### src/rtl/program_sequencer.sv
// Multi-instruction sequencer: fetch, decode, issue and wait on each instruction until HALT; start to first fetch is 1 cycle.
// Handshakes are pulse/level qualified by state; watchdog, instruction limit and abort end a run early.
module program_sequencer #(
    parameter int         DATA_WIDTH     = 8,
    parameter int         MAX_ROWS       = 128,
    parameter int         OUT_N          = 10,
    parameter int         MAX_INSTR      = 1024,
    parameter int         TIMEOUT_CYCLES = 4096,
    parameter logic [4:0] HALT_OPCODE    = 5'h00,
    parameter logic [4:0] CAPTURE_OPCODE = 5'h04
) (
    input  logic                                 clk,
    input  logic                                 rst,
    input  logic                                 start,
    input  logic                                 abort,
    output logic                                 fetch_en_o,
    input  logic                                 fetch_done_i,
    input  logic [4:0]                           opcode_i,
    output logic                                 exec_start_o,
    input  logic                                 exec_done_i,
    input  logic [MAX_ROWS*DATA_WIDTH-1:0]       exec_result_i,
    output logic [OUT_N*DATA_WIDTH-1:0]          y_o,
    output logic                                 busy_o,
    output logic                                 done_o,
    output logic                                 error_o,
    output logic [1:0]                           err_code_o,
    output logic [$clog2(MAX_INSTR+1)-1:0]       instr_count_o
);

    localparam int CW = $clog2(MAX_INSTR + 1);
    localparam int WW = (TIMEOUT_CYCLES > 1) ? $clog2(TIMEOUT_CYCLES) : 1;
    localparam logic [WW-1:0] WD_LAST     = WW'(TIMEOUT_CYCLES - 1);
    localparam logic [CW-1:0] COUNT_LIMIT = CW'(MAX_INSTR);

    localparam logic [2:0] S_IDLE   = 3'd0;
    localparam logic [2:0] S_FETCH  = 3'd1;
    localparam logic [2:0] S_DECODE = 3'd2;
    localparam logic [2:0] S_ISSUE  = 3'd3;
    localparam logic [2:0] S_WAIT   = 3'd4;
    localparam logic [2:0] S_DONE   = 3'd5;
    localparam logic [2:0] S_ERROR  = 3'd6;

    localparam logic [1:0] ERR_NONE     = 2'd0;
    localparam logic [1:0] ERR_LIMIT    = 2'd1;
    localparam logic [1:0] ERR_FETCH_TO = 2'd2;
    localparam logic [1:0] ERR_EXEC_TO  = 2'd3;

    logic [2:0]                  state;
    logic [WW-1:0]               wd;
    logic [4:0]                  op_q;
    logic [CW-1:0]               count;
    logic [1:0]                  err_code;
    logic [OUT_N*DATA_WIDTH-1:0] y;
    logic                        wd_expired;

    assign wd_expired = (wd == WD_LAST);

    always_ff @(posedge clk) begin
        if (rst) begin
            state    <= S_IDLE;
            wd       <= '0;
            op_q     <= '0;
            count    <= '0;
            err_code <= ERR_NONE;
            y        <= '0;
        end else if (abort && (state != S_IDLE)) begin
            // abort keeps y, count and err_code for post-mortem inspection
            state <= S_IDLE;
            wd    <= '0;
        end else begin
            case (state)
                S_IDLE, S_DONE, S_ERROR: begin
                    wd <= '0;
                    if (start) begin
                        state    <= S_FETCH;
                        count    <= '0;
                        err_code <= ERR_NONE;
                    end
                end
                S_FETCH: begin
                    if (fetch_done_i) begin
                        state <= S_DECODE;
                        wd    <= '0;
                    end else if (wd_expired) begin
                        state    <= S_ERROR;
                        err_code <= ERR_FETCH_TO;
                        wd       <= '0;
                    end else begin
                        wd <= wd + 1'b1;
                    end
                end
                S_DECODE: begin
                    op_q <= opcode_i;
                    if (opcode_i == HALT_OPCODE) begin
                        state <= S_DONE;
                    end else if (count == COUNT_LIMIT) begin
                        state    <= S_ERROR;
                        err_code <= ERR_LIMIT;
                    end else begin
                        state <= S_ISSUE;
                    end
                end
                S_ISSUE: begin
                    state <= S_WAIT;
                    wd    <= '0;
                end
                S_WAIT: begin
                    // a completion on the terminal watchdog cycle still counts as success
                    if (exec_done_i) begin
                        count <= count + 1'b1;
                        if (op_q == CAPTURE_OPCODE) begin
                            y <= exec_result_i[OUT_N*DATA_WIDTH-1:0];
                        end
                        state <= S_FETCH;
                        wd    <= '0;
                    end else if (wd_expired) begin
                        state    <= S_ERROR;
                        err_code <= ERR_EXEC_TO;
                        wd       <= '0;
                    end else begin
                        wd <= wd + 1'b1;
                    end
                end
                default: begin
                    state <= S_IDLE;
                    wd    <= '0;
                end
            endcase
        end
    end

    assign fetch_en_o    = (state == S_FETCH);
    assign exec_start_o  = (state == S_ISSUE);
    assign busy_o        = (state != S_IDLE) && (state != S_DONE) && (state != S_ERROR);
    assign done_o        = (state == S_DONE) || (state == S_ERROR);
    assign error_o       = (state == S_ERROR);
    assign err_code_o    = err_code;
    assign instr_count_o = count;
    assign y_o           = y;

    generate
        if (OUT_N < MAX_ROWS) begin : g_unused
            logic unused_lanes;
            assign unused_lanes = ^exec_result_i[MAX_ROWS*DATA_WIDTH-1:OUT_N*DATA_WIDTH];
        end
    endgenerate

endmodule

### config.mk
export PLATFORM = sky130hd
export DESIGN_NAME = program_sequencer
export DESIGN_NICKNAME = d
export VERILOG_FILES = /design/src/rtl/program_sequencer.sv
export SDC_FILE = /design/constraint.sdc
export NUM_CORES = 1
export LEC_CHECK = 0
export CORE_AREA = 10 10 434 436
export DETAILED_ROUTE_END_ITERATION = 10
export DIE_AREA = 0 0 444 446
export PLACE_DENSITY_LB_ADDON = 0.2
export SETUP_SLACK_MARGIN = 0.02
export SLEW_MARGIN = 20
export SYNTH_ARGS = -nofsm -noshare
export SYNTH_HDL_FRONTEND = slang
export SYNTH_SLANG_ARGS = --single-unit
### constraint.sdc
create_clock -name clk -period 1.8 [get_ports clk]
set_clock_uncertainty 0.2 [all_clocks]
set_input_delay 0.18 -clock clk [delete_from_list [all_inputs] [get_ports clk]]
set_output_delay 0.18 -clock clk [all_outputs]
set_load 0.01 [all_outputs]
**Word-level counts from Yosys, hierarchy flattened**

Cells that the tools add are included.

- Flip-flop bits (word level): 113
- Input port bits: 1,035
- Output and inout port bits: 98
- Logic and storage cells: 65

- Add/subtract/negate cells: 2
- Eq/ne operators: 19
- Mux-type cells: 22
- Bitwise gates (word level): 1
- Reduce and logical (&&, ||, !) cells: 15

Operators with widths:

| operator | number |
|---|---|
| $mux W12 | 3 |
| $pmux W12 S3 | 1 |
| $mux W11 | 2 |
| $pmux W11 S2 | 1 |
| $mux W3 | 6 |
| $pmux W3 S5 | 1 |
| $mux W2 | 7 |
| $ne A2 B2 Y1 const B | 7 |
| $add A12 B1 Y12 const B | 1 |
| $eq A12 B12 Y1 const B | 1 |
| $add A11 B1 Y11 const B | 1 |
| $eq A11 B11 Y1 const B | 1 |
| $eq A3 B3 Y1 const B | 3 |
| $reduce_and A9 Y1 | 1 |
| $pmux W2 S4 | 1 |
| $reduce_and A4 Y1 | 2 |
| $eq A3 B2 Y1 const B | 2 |
| $ne A3 B3 Y1 const B | 2 |
| $eq A5 B3 Y1 const B | 1 |
| $logic_not A5 Y1 | 1 |
| $reduce_bool A4 Y1 | 1 |
| $eq A3 B1 Y1 const B | 1 |
| $logic_and A1 B1 Y1 | 3 |
| $logic_not A3 Y1 | 1 |
| other kinds (8) | 8 |

**Logic depth before layout (Yosys ltp)**

Gate-level depths: netlist (run 1).

- Depth in word-level cells: 4
- Depth in mapped cells: 8
- Mapped depth without buffers: 6

**Worst setup path after synthesis (run 1)**

No wires, ideal clock.

- Path kind: register -> register
- Start point: register wd[0]
- End point: register wd[11]
- Library setup time: 0.091 ns
- Arrival: 1.668 ns
- Required time: 1.509 ns
- Slack: -0.159 ns
- Cell stages (with the launch flop): 7
- Path buffers: 0
- Clock period less this slack: 1.959 ns
- Cells stage by stage: dfxtp_1 ha_1 and2_1 and4_1 nor3_2 a41oi_1 a311oi_1

- Longest elaborated chain between the ends: 4
- Elaborated cells on any way between the ends: 6
- Classes of those cells: add/sub (1); eq/ne (1); mux (4)

Ends and longest elaborated chain:

| what | RTL line | text |
|---|---|---|
| start, declared | 49 | `logic [WW-1:0] wd;` |
| start signal, assigned | 89 | `wd <= wd + 1'b1;` |
| start signal, assigned | 121 | `wd <= wd + 1'b1;` |
| $add A12 B1 Y12 or $eq A12 B12 Y1 (tied branches) | 89, 121, 56 |  |
| $mux W12 (*) | 84, 116 |  |
| $mux W12, on equally long branches | 109, 81 |  |
| $pmux W12 S3 (*) | 71 | `case (state)` |

Mark *: on every way between the ends. The rest lies on a longest branch, timed or not.
A chain may end at the register's enable or synchronous reset.

**Worst setup path after layout (run 1)**

- Start point: register state[1]
- End point: register count[5] (netlist: instr_count_o[5])

- Longest elaborated chain between the ends: 4
- Elaborated cells on any way between the ends: 13
- Classes of those cells: eq/ne (5); mux (1); bitwise (1); reduce/logical (6)

Ends and longest elaborated chain:

| what | RTL line | text |
|---|---|---|
| start, declared | 48 | `logic [2:0] state;` |
| start signal, assigned | 60 | `state <= S_IDLE;` |
| start signal, assigned | 68 | `state <= S_IDLE;` |
| start signal, assigned | 75 | `state <= S_FETCH;` |
| $eq A3 B3 Y1 (tied with other cells) | 71 |  |
| $reduce_or A3 Y1 or $logic_and A1 B1 Y1 (tied branches) | 71, 66 |  |
| $ne A2 B2 Y1 (no source line) (tied with other cells) | - |  |
| $reduce_and A4 Y1 (no source line) | - |  |
| end signal, assigned | 110 | `count <= count + 1'b1;` |
| end, declared | 51 | `logic [CW-1:0] count;` |

Several ways; a longest one is shown, not always the timed one.

==> reports/qor.yml, run 1 <==
status: "finished, violations left"
violations: "negative setup slack"
internal_power_mw: 4.966
vias: 5418
yosys.area_share.simple_pct: 25.37
dpl.hpwl_mm: 24.90
drv_slew: 0
syn_nets: 1617
cts_tree: "built"
power.density_nw_per_um2: 566.5
synth_xor_area_share_pct: 1.732
first_pass_iters: 4
crit_chain: "mux2i_2, o21ai_2, a32oi_4, buf_12, or4_1, a21oi_2"
drive_gt1_share_pct: 37.41
worst-path-max-fanout: 7
drt-initial-drc-count: 193
yosys_warnings: 0
combPwrFrac_pct: 12.1
synth_top_family_by_area: "simple AND/OR/NAND/NOR gates"
synth_area_per_cell_um2: 7.862
htreeDepth: 4
antenna_found_initial: 8
preCtsSetupSlack_ns: -0.7320
wl_mm: 33.09
synth_edf_count: 0
numPortBuffers: 188
min_period_ns: 2.034
die-area_um2: 198000
nets: 1958
start_util_pct: 2.532
wire_per_inst_um: 9.994
power_switching_mw: 2.034
final_hold_viol_count: 0
core_um2: 179800
pwr-share-clk_pct: 51.6
clk_latency_ns: 0.47
die_width_um: 444
syn_to_final_growth_pct: 171.4
setup_viol: 98
setup_slack_ns: -0.2336
synth.ff_latch_count: 113
cpPeakStageDelay_ns: 0.53
cts_buffers: 17
min_path_type: "in2reg"
drc: 0
path_class: "reg2reg"
synth_ff_type: "dfxtp_1"
postRouteAntennaNets: 0
synth.cell_area_um2: 4552
first_global_vias: 5640
rsz0062_at_grt: "true"
grt_max_degree: 72
irDropWorstVdd_mv: 0.5604
r2r-start: "state[1]"
muxShareOfSynthArea_pct: 0.6597
vias_per_cell: 1.636
io-pin-count: 1133
globalplace.congestion: 0.6569
cts_sinks: 113
worst_setup_path_end_kind: "flip-flop"
swShare_pct: 29.06
clockBufferDepth: 2
fmax_ghz: 0.4917
seqPwrFrac_pct: 36.2
crit_start: "state[1]"
cts_root_buffer: "clkbuf_16"
period_share_pct: 113.0
slowest_stage: "or4_1"
synth_compound_area_share_pct: 17.23
start_kind: "flip-flop"
dieHeight_um: 446
track_usage_pct: 3.291
ys_seq_area_share_pct: 49.70
dpl-instance-area_um2: 10310
grt_pass1_wl_mm: 44.73
worstMarginPinSlew_ns: 0.5749
ys_types: 46
hold_start: "exec_result_i[79]"
worstPathRequired_ns: 2.00
synthCells: 579
cellLeakagePower_nw: 3.993
clk_pin_slew_ns: 0.07
synthAdderAreaFrac_pct: 0.8246
max_slew_margin_pct: 61.67
arrival_ns: 2.24
design_area_um2: 12360
synthArstFlopShare_pct: 0
grt-ovfl-total: 0
drv_cap: 0
rows: 156
-- kinds of logic after synthesis --
family | Yosys count
mux | 3
buf+inv | 47
xor+xnor | 9
simple gates | 264
fa+ha+maj | 3
flops | 113
compound gates | 140
-- worst paths after layout --
kind                            cells after the start               end  slack (ns)
worst max-delay path                                6  instr_count_o[5]       -0.23
worst max register to register                      6  instr_count_o[5]       -0.23
worst min register to register                      2           y_o[48]        0.25
worst min-delay path                                3           y_o[79]        0.06
-- per-layer routing --
metal  track usage (%)  vias up  share of wire, %
li1                  -     2680                 -
met1             2.833     2632                32
met2             6.779       76                62
met3            0.8734       30               3.3
met4             1.735        0               2.6
met5                 0        -                 0
-- per-stage QoR --
step                setup TNS, ns  util, %  hold WS (ns)  power, mW  cells
floorplan                -0.09196        -        0.1160      2.773    579
global placement           -64.97    5.734        0.2381      3.305   3217
detailed placement         -61.85    5.734        0.2423      3.290   3217
CTS                        -15.45    6.592      0.002720      7.255   3295
global route               -19.61    6.868       0.03261      7.381   3307
finish                     -10.71    6.873       0.06237      7.000   3311
-- Yosys cell counts, types with 2 or more instances --
cell      number  area [um^2]
inv_1         11        41.29
a41oi_1        2        17.52
a21oi_1       97        485.5
nor3_2         2        20.02
nand2b_1       3        18.77
nand2_1      177        664.4
xor2_1         5        43.79
a31oi_1        3        18.77
and3_1         5        31.28
and2_1         7        43.79
nor4_1         2        12.51
o21ai_0       15        75.07
nand3_1       15        75.07
o21bai_1       3        22.52
or4_1          5        37.54
dfxtp_1      113         2262
a21o_1         2        15.01
o31ai_1        5        37.54
nor2_1        23        86.33
xnor2_1        4        35.03
buf_2         13        65.06
nand4_1        6        37.54
a22oi_1        3        22.52
and4_1         3        26.28
or3_1          6        37.54
ha_1           3        37.54
mux2i_1        3        30.03
clkbuf_1      21        78.83
nor3_1         5        25.02
-- layout make-up --
cell class / count / area [um^2]
fill: 21040 / 167400
inverter: 11 / 41.29
multi-input combinational: 419 / 2695
timing repair buffer: 358 / 3757
clock inverter: 15 / 160.2
antenna: 8 / 20.02
clock buffer: 17 / 425.4
sequential: 113 / 2291
tap: 2370 / 2965
-- worst max-delay path: cells and delay by family (launching register included) --
kind | cells | cell delay, ns
buf+inv | 1 | 0.18
simple gates | 1 | 0.53
flops | 1 | 0.37
mux | 1 | 0.16
compound gates | 3 | 0.52
-- sequential cells by signal, indices dropped and copies added (netlist names) --
register,count
wd,12
err_code_o,2
instr_count_o,11
y_o,80
state,3
op_q,5
-- cells in the final DEF, fill, tap and decap left out, drive strengths merged, types with 4 or more instances in the layout --
master / count
or3: 6
buf: 165
clkbuf: 21
nor2: 23
clkdlybuf4s50: 90
nor3: 7
o31ai: 5
or4: 5
nand4: 6
nand2: 177
o21ai: 16
and3: 5
dlygate4sd2: 83
inv: 23
dlygate4sd3: 9
xnor2: 4
nand3: 15
xor2: 5
dfxtp: 113
diode: 8
a21oi: 97
and2: 7
-- power groups by stage --
stage / sequential (mW) / combinational, mW / clock [mW]
global route: 2.54 / 0.916 / 3.92
global placement: 2.60 / 0.703 / 0
floorplan: 2.59 / 0.184 / 0
CTS: 2.54 / 0.842 / 3.87
finish: 2.54 / 0.848 / 3.61
detailed placement: 2.60 / 0.690 / 0
-- what timing repair did --
item	4_1_cts	5_1_grt
endpoints found under the hold margin	10	0
setup buffers	27	15
hold buffers	9	0
pin swaps	92	64
gates resized for setup	214	136
cloned	13	1
endpoints found under the setup margin	208	125
No activity file was read; power rests on OpenSTA's default activity.
==> run 2: changes to the inputs <==
CAP_MARGIN = 20   (was unset)
==> results of run 2 <==
Final layout, timing and power as in run 1 (identical DEF).
